`src/rtl/fetch_unit_pkg.sv`:
```
// Shared widths, reset PC default and fetch FSM state encodings.
package fetch_unit_pkg;

    localparam int              FETCH_WORD_W   = 16;
    localparam logic [15:0]     FETCH_RESET_PC = 16'h0000;

    localparam logic [1:0] ST_FETCH = 2'd0;
    localparam logic [1:0] ST_LOAD  = 2'd1;
    localparam logic [1:0] ST_ISSUE = 2'd2;
    localparam logic [1:0] ST_HALT  = 2'd3;

endpackage

```
`src/rtl/fetch_pc.sv`:
```
// Program counter register: load of a jump target wins over increment.
module fetch_pc
    import fetch_unit_pkg::*;
#(
    parameter int                WORD_W   = FETCH_WORD_W,
    parameter logic [WORD_W-1:0] RESET_PC = '0
) (
    input  logic              clock,
    input  logic              reset,
    input  logic              inc_i,
    input  logic              load_i,
    input  logic [WORD_W-1:0] target_i,
    output logic [WORD_W-1:0] pc_o
);

    logic [WORD_W-1:0] pc_q, pc_d;

    always_comb begin
        pc_d = pc_q;
        if (load_i)
            pc_d = target_i;
        else if (inc_i)
            pc_d = pc_q + WORD_W'(1);
    end

    always_ff @(posedge clock) begin
        if (reset)
            pc_q <= RESET_PC;
        else
            pc_q <= pc_d;
    end

    assign pc_o = pc_q;

endmodule

```
`src/rtl/fetch_unit.sv`:
```
// Instruction fetch stage: reads program memory, strobes the IR, holds until decode.
module fetch_unit
    import fetch_unit_pkg::*;
#(
    parameter int                WORD_W      = FETCH_WORD_W,
    parameter logic [WORD_W-1:0] RESET_PC    = WORD_W'(FETCH_RESET_PC),
    parameter int                MEM_TIMEOUT = 15
) (
    input  logic              clock,
    input  logic              reset,
    output logic [WORD_W-1:0] mem_addr,
    output logic              mem_read,
    input  logic              mem_ready,
    input  logic [WORD_W-1:0] mem_data,
    output logic [WORD_W-1:0] ir_data,
    output logic              ir_notLoad,
    output logic              ir_valid,
    input  logic              decode_ready,
    input  logic              jump,
    input  logic [WORD_W-1:0] jump_target,
    output logic [WORD_W-1:0] pc,
    output logic              fetch_error
);

    logic [1:0]        state_q, state_d;
    logic [7:0]        cnt_q, cnt_d;
    logic [WORD_W-1:0] ir_q, ir_d;
    logic              err_q, err_d;
    logic              rd_q;
    logic              pc_inc, pc_load;

    // rd_q is low for the first cycle after reset, so a FETCH only acts
    // once its read request has actually been presented to memory.
    always_comb begin
        state_d = state_q;
        cnt_d   = cnt_q;
        ir_d    = ir_q;
        err_d   = err_q;
        pc_inc  = 1'b0;
        pc_load = 1'b0;
        case (state_q)
            ST_FETCH: begin
                if (rd_q) begin
                    if (mem_ready) begin
                        ir_d    = mem_data;
                        cnt_d   = '0;
                        state_d = ST_LOAD;
                    end else begin
                        cnt_d = cnt_q + 8'd1;
                        if (cnt_d == 8'(MEM_TIMEOUT)) begin
                            err_d   = 1'b1;
                            state_d = ST_HALT;
                        end
                    end
                end
            end
            ST_LOAD: begin
                pc_inc  = 1'b1;
                state_d = ST_ISSUE;
            end
            ST_ISSUE: begin
                if (decode_ready) begin
                    pc_load = jump;
                    state_d = ST_FETCH;
                end
            end
            default: state_d = ST_HALT;
        endcase
    end

    always_ff @(posedge clock) begin
        if (reset) begin
            state_q <= ST_FETCH;
            cnt_q   <= '0;
            ir_q    <= '0;
            err_q   <= 1'b0;
            rd_q    <= 1'b0;
        end else begin
            state_q <= state_d;
            cnt_q   <= cnt_d;
            ir_q    <= ir_d;
            err_q   <= err_d;
            rd_q    <= (state_d == ST_FETCH);
        end
    end

    fetch_pc #(
        .WORD_W   (WORD_W),
        .RESET_PC (RESET_PC)
    ) u_pc (
        .clock    (clock),
        .reset    (reset),
        .inc_i    (pc_inc),
        .load_i   (pc_load),
        .target_i (jump_target),
        .pc_o     (pc)
    );

    assign mem_addr    = pc;
    assign mem_read    = rd_q;
    assign ir_data     = ir_q;
    assign ir_notLoad  = (state_q != ST_LOAD);
    assign ir_valid    = (state_q == ST_ISSUE);
    assign fetch_error = err_q;

endmodule

```
`config.mk`:
```
export PLATFORM = sky130hd
export DESIGN_NAME = fetch_unit
export DESIGN_NICKNAME = d
export VERILOG_FILES = /design/src/rtl/fetch_unit_pkg.sv /design/src/rtl/fetch_pc.sv /design/src/rtl/fetch_unit.sv
export SDC_FILE = /design/constraint.sdc
export NUM_CORES = 1
export LEC_CHECK = 0
export ABC_AREA = 1
export CAP_MARGIN = 20
export CORE_ASPECT_RATIO = 0.9
export CORE_UTILIZATION = 48
export DETAILED_ROUTE_END_ITERATION = 12
export GPL_ROUTABILITY_DRIVEN = 0
export PLACE_DENSITY = 0.88
export SLEW_MARGIN = 20
export SYNTH_ARGS = -nofsm -noshare
export SYNTH_HDL_FRONTEND = slang
export SYNTH_HIERARCHICAL = 1
export SYNTH_SLANG_ARGS = --single-unit
```
`constraint.sdc`:
```
create_clock -name clock -period 4.4 [get_ports clock]
set_clock_uncertainty 0.2 [all_clocks]
set_input_delay 0.44 -clock clock [delete_from_list [all_inputs] [get_ports clock]]
set_output_delay 0.44 -clock clock [all_outputs]
set_load 0.01 [all_outputs]
```
# After elaboration in Yosys (flattened, before gate mapping)
# Cells that the tools add are included.
# totals
out_inout_bits	52
ff_bits	44
input_bits	37
wordCells	30
# classes
reduce_logical	6
bitwise_logic	1
add_sub_neg	2
muxes	11
eq_ne	4
# op_table
operator	count
two-way mux 16 bit	2
adder 16 x 1 -> 16 bit (second input constant)	1
adder 8 x 1 -> 8 bit (second input constant)	1
== test 8 x 4 -> 1 bit (second input constant)	1
two-way mux 2 bit	4
two-way mux 8 bit	1
one-hot mux 2 bit (3 select lines)	1
zero test 2 bit	2
AND reduction 4 bit	1
two-way mux 1 bit	3
AND reduction 3 bit	1
== test 2 x 1 -> 1 bit (second input constant)	1
== test 2 bit (second input constant)	1
inequality test 2 x 1 -> 1 bit (second input constant)	1
AND reduction 2 bit	1
nonzero test 2 bit	1
inverter 1 bit	1

# Depth between registers and ports, before layout
# logic_depth
word_depth	7
ltp_mapped	11
depth_no_buf	11

# By module
# Netlist, hierarchy kept.
# modules_own_cells
module	area_per_inst_um2	cells_per_inst	instances	seq_area_each_um2
fetch_unit	1413.9	199	1	560.5
fetch_pc	1011.0	148	1	320.3

# Worst setup path after synthesis
# No wires, ideal clock.
# synth_timing
path_type	register to register
startpoint	reg state_q[1]
endpoint	reg u_pc.pc_q[13] (netlist: u_pc/pc_o[13])
arrival_ns	1.549
path_slack_ns	2.519
setup_time_ns	0.132
period_less_slack_ns	1.881
n_path_buf	1
required_time_ns	4.068
path_stages_with_launch	11
path_cell_list	dfxtp_1 > inv_1 > nor2_1 > nand2_1 > nor2_1 > inv_1 > nand2_1 > inv_1 > buf_4 > nand3_1 > a21oi_1
# synth_between
elab_chain_cells	3
elab_cells_between_ends	6
classes_between	2 x eq/ne; 3 x mux; 1 x reduce/logical
# synth_rtl
item	line_no	text
start: declaration	fetch_unit.sv:25	logic [1:0] state_q, state_d;
start signal: assignment	fetch_unit.sv:79	state_q <= state_d;
== test 2 bit (*)	n/a	
net ir_valid	fetch_unit.sv:17	output logic ir_valid,
two-way mux 1 bit (*)	fetch_unit.sv:41	case (state_q)
net pc_load	fetch_unit.sv:30	logic pc_inc, pc_load;
two-way mux 16 bit / nonzero test 2 bit (equally long branches)	n/a	
end signal: assignment	fetch_pc.sv:30	pc_q <= pc_d;
end: declaration	fetch_pc.sv:16	logic [WORD_W-1:0] pc_q, pc_d;
# Mark *: on every way through the listed nets, which the timed path passes. The rest lies on a longest branch.
# A chain may end at the register's enable or synchronous reset.

# Final worst setup path
# layout_timing
startpoint	reg state_q[0]
endpoint	out ir_notLoad
# layout_between
elab_chain_cells	1
# layout_rtl
item	line_no	text
inequality test 2 x 1 -> 1 bit	fetch_unit.sv:102	assign ir_notLoad = (state_q != ST_LOAD);
end: declaration	fetch_unit.sv:16	output logic ir_notLoad,
# Every way passes these cells.

==> flow_summary_export.csv <==
group,metric,value,unit
run_status,status,"finished clean",
synth,async_flop_share,0,
synth,yosys.area.top_type,"dfxtp_1",
floorplan,die_y,69.4,um
power_and_ir_drop,p_leak,1.29,nW
floorplan,core.rowCount,24,
worst_setup_path,slowest_delay,0.50,ns
synth,synth_most_common_cell,"nand2_1",
global_routing,grt_pass1_wl,10500,um
placed_design,dp_hpwl,4400,um
route,routed.top_layer,"met4",
synth,yosysWarnings,6,
floorplan,io_pins,89,
synth,syn_area_per_cell,6.99,um^2
cells_and_area,fin_area,0.00333,mm^2
cells_and_area,num-nets-final,459,
synth,synth_commonest_cells,"63 x nand2_1, 52 x nor2_1, 44 x dfxtp_1, 34 x inv_1, 24 x a21oi_1",
synth,netlist_instances,347,
timing,layout_setup_ws,2.00,ns
global_routing,grt_max_degree,24,
clock_network,cts_setup_buffers,0,
clock_network,ctsResizeCount,0,
route,dr.pass1.iters,4,
timing,rsz0062_at_grt,"no",
hold_path,holdPathStages,2,
route,viasPerCell,5.10,
route,drcViolationCount,0,
timing,fmax,417,MHz
worst_setup_path,critical_path_buf_inv_count,3,
clock_network,holdBufCountCts,0,
worst_setup_path,crit_path_cell_trace,"inv_1 > nor2_1 > inv_1 > clkdlybuf4s50_1",
power_and_ir_drop,ir_drop,0.192,mV
timing,tightest_slew,0.877,ns
synth,synth_edf_count,0,
route,drt_wl_total,6090,um
global_routing,grt_pass1_vias,2355,
worst_setup_path,start_kind,"register",
synth,synth_cell_type_count,28,
synth,syn_nets,387,
floorplan,core-area,0.00486,mm^2
synth,ys_seq_area_frac,0.363,
placed_design,port_buffers,88,
cells_and_area,fillers,433,
clock_network,clkSinkCount,44,
hold_path,hold_class,"reg2reg",
timing,slew_headroom,0.413,
timing,drv_slew,0,
power_and_ir_drop,finalPower,0.000848,W
route,drtIter0Drc,211,
worst_setup_path,slowest_stage,"clkdlybuf4s50_1",
route,wl_per_cell,12.6,um
clock_network,clk_pin_slew,0.09,ns
hold_path,hp-start,"fetch_error",
global_routing,grt_remaining_overflow,0,
global_routing,antenna_found_initial,0,
worst_setup_path,reg2reg_from,"state_q[0]",
global_routing,track_usage,0.243,
worst_setup_path,r2r_slack,2.23,ns
worst_setup_path,crit_required,3.76,ns
clock_network,cts_max_path_buffers,2,
hold_path,holdPathEnd,"fetch_error",
route,drt-met1-wl,2670,um
worst_setup_path,crit_top_cell,"inv_1",
placed_design,place_area,0.00323,mm^2
timing,fin_crit,2.40,ns
clock_network,insertion_delay,0.30,ns
route,postRouteAntennaNets,0,
clock_network,htreeDepth,2,
floorplan,fp.dieW,76.9,um
cells_and_area,drive_gt1_frac,0.0857,
worst_setup_path,r2r_end,"u_pc/pc_o[11]",
timing,setup_violations,0,
timing,min_period_over_period,0.546,
worst_setup_path,r2r_cells,7,
cells_and_area,antennaDiodeCount,0,
flow_run,drv_cap,0,
worst_setup_path,critPathKind,"reg2out",
worst_setup_path,worstPathArrival,1.76,ns
clock_network,cts_tree,"built",
synth,synth_area,0.00242,mm^2
timing,tns,0,ns
synth,synth_seq_cells,44,
synth,synth_ff_type,"dfxtp_1",
synth,synth_area_leaders,"dfxtp_1 36%, nand2_1 9.8%, nor2_1 8.0%",
synth,synth_top_area_frac,0.363,
route,wl_met2,2800,um
worst_setup_path,crit_path_end_kind,"output port",
clock_network,cts_buffers,5,
floorplan,initial_core_util,0.498,
floorplan,die_area,0.00534,mm^2
worst_setup_path,crit_fanout,6,
route,met3_wirelength,482,um
clock_network,cts_root_buffer,"clkbuf_8",
timing,final-hold-violation-count,0,
worst_setup_path,cp_top_family,"buffers and inverters",
cells_and_area,syn_to_final_growth,37.2,%
power_and_ir_drop,power_per_cell_area,255,mW/mm^2
route,vias,2474,
placed_design,pre_cts_ws,1.93,ns
-- worst max path at each step --
stage / startpoint / end / slack (ns) / depth (start not counted)
CTS: state_q[0] / ir_notLoad / 2.02 / 4
global placement: decode_ready / u_pc/pc_o[15] / 1.94 / 7
global route: state_q[0] / ir_notLoad / 1.88 / 4
finish: state_q[0] / ir_notLoad / 2.00 / 4
floorplan: state_q[1] / u_pc/pc_o[13] / 2.52 / 10
detailed placement: decode_ready / u_pc/pc_o[13] / 1.93 / 7
-- area by class of cell --
cell class / count / area, um^2 / share of cell area
Multi-Input combinational cell: 243 / 1240 / 0.374
Timing Repair Buffer: 90 / 896 / 0.269
Tap cell: 65 / 81.3 / 0.0244
Clock buffer: 7 / 86.3 / 0.0259
Clock inverter: 1 / 7.51 / 0.00226
Sequential cell: 44 / 881 / 0.265
Inverter: 35 / 131 / 0.0395
-- registers in the layout (all words and copies together) (netlist names) --
| signal | cells |
|---|---|
| cnt_q | 8 |
| fetch_error | 1 |
| ir_data | 16 |
| mem_read | 1 |
| state_q | 2 |
| u_pc/pc_o | 16 |
-- routing by layer --
layer	track usage	up-vias
li1	-	1247
met2	0.408	98
met3	0.0632	12
met5	0	-
met1	0.297	1117
met4	0.0897	0
-- stage by stage --
stage	cells	utilization	hold WS (ns)
after floorplan	347	-	0.257
after global placement	477	0.665	0.239
after detailed placement	477	0.665	0.257
after CTS	485	0.684	0.269
after global routing	485	0.684	0.297
final	485	0.684	0.276
-- cell usage in the layout (no fill, tap or decap), drive strengths merged --
cell type,n
clkdlybuf4s50,88
nand2,70
nor2,67
dfxtp,44
inv,35
a21oi,24
nand3,24
o21ai,23
a22oi,11
clkbuf,7
nand4,6
xor2,5
o21bai,5
ha,3
buf,2
xnor2,2
or2,1
and2,1
clkinvlp,1
a31oi,1
-- worst reg2reg max path, stage by stage, from the launching register on --
cell,delay (ns)
dfxtp_1,0.42
nor2_1,0.09
nand2_1,0.10
nor2_1,0.07
buf_4,0.19
nor2_1,0.69
a22oi_1,0.14
a21oi_1,0.20
-- kinds of logic after synthesis --
kind of cell / synth area share
flops: 0.363
simple gates: 0.320
buf+inv: 0.124
fa+ha+maj: 0.0155
xor+xnor: 0.0253
compound gates: 0.152
-- power breakdown --
part	switching [W]	internal [W]	leakage, nW
combinational	0.0000711	0.0000800	0.888
clock	0.000136	0.000128	0.0445
sequential	0.0000151	0.000417	0.358
(Power assumes the default switching activity.)
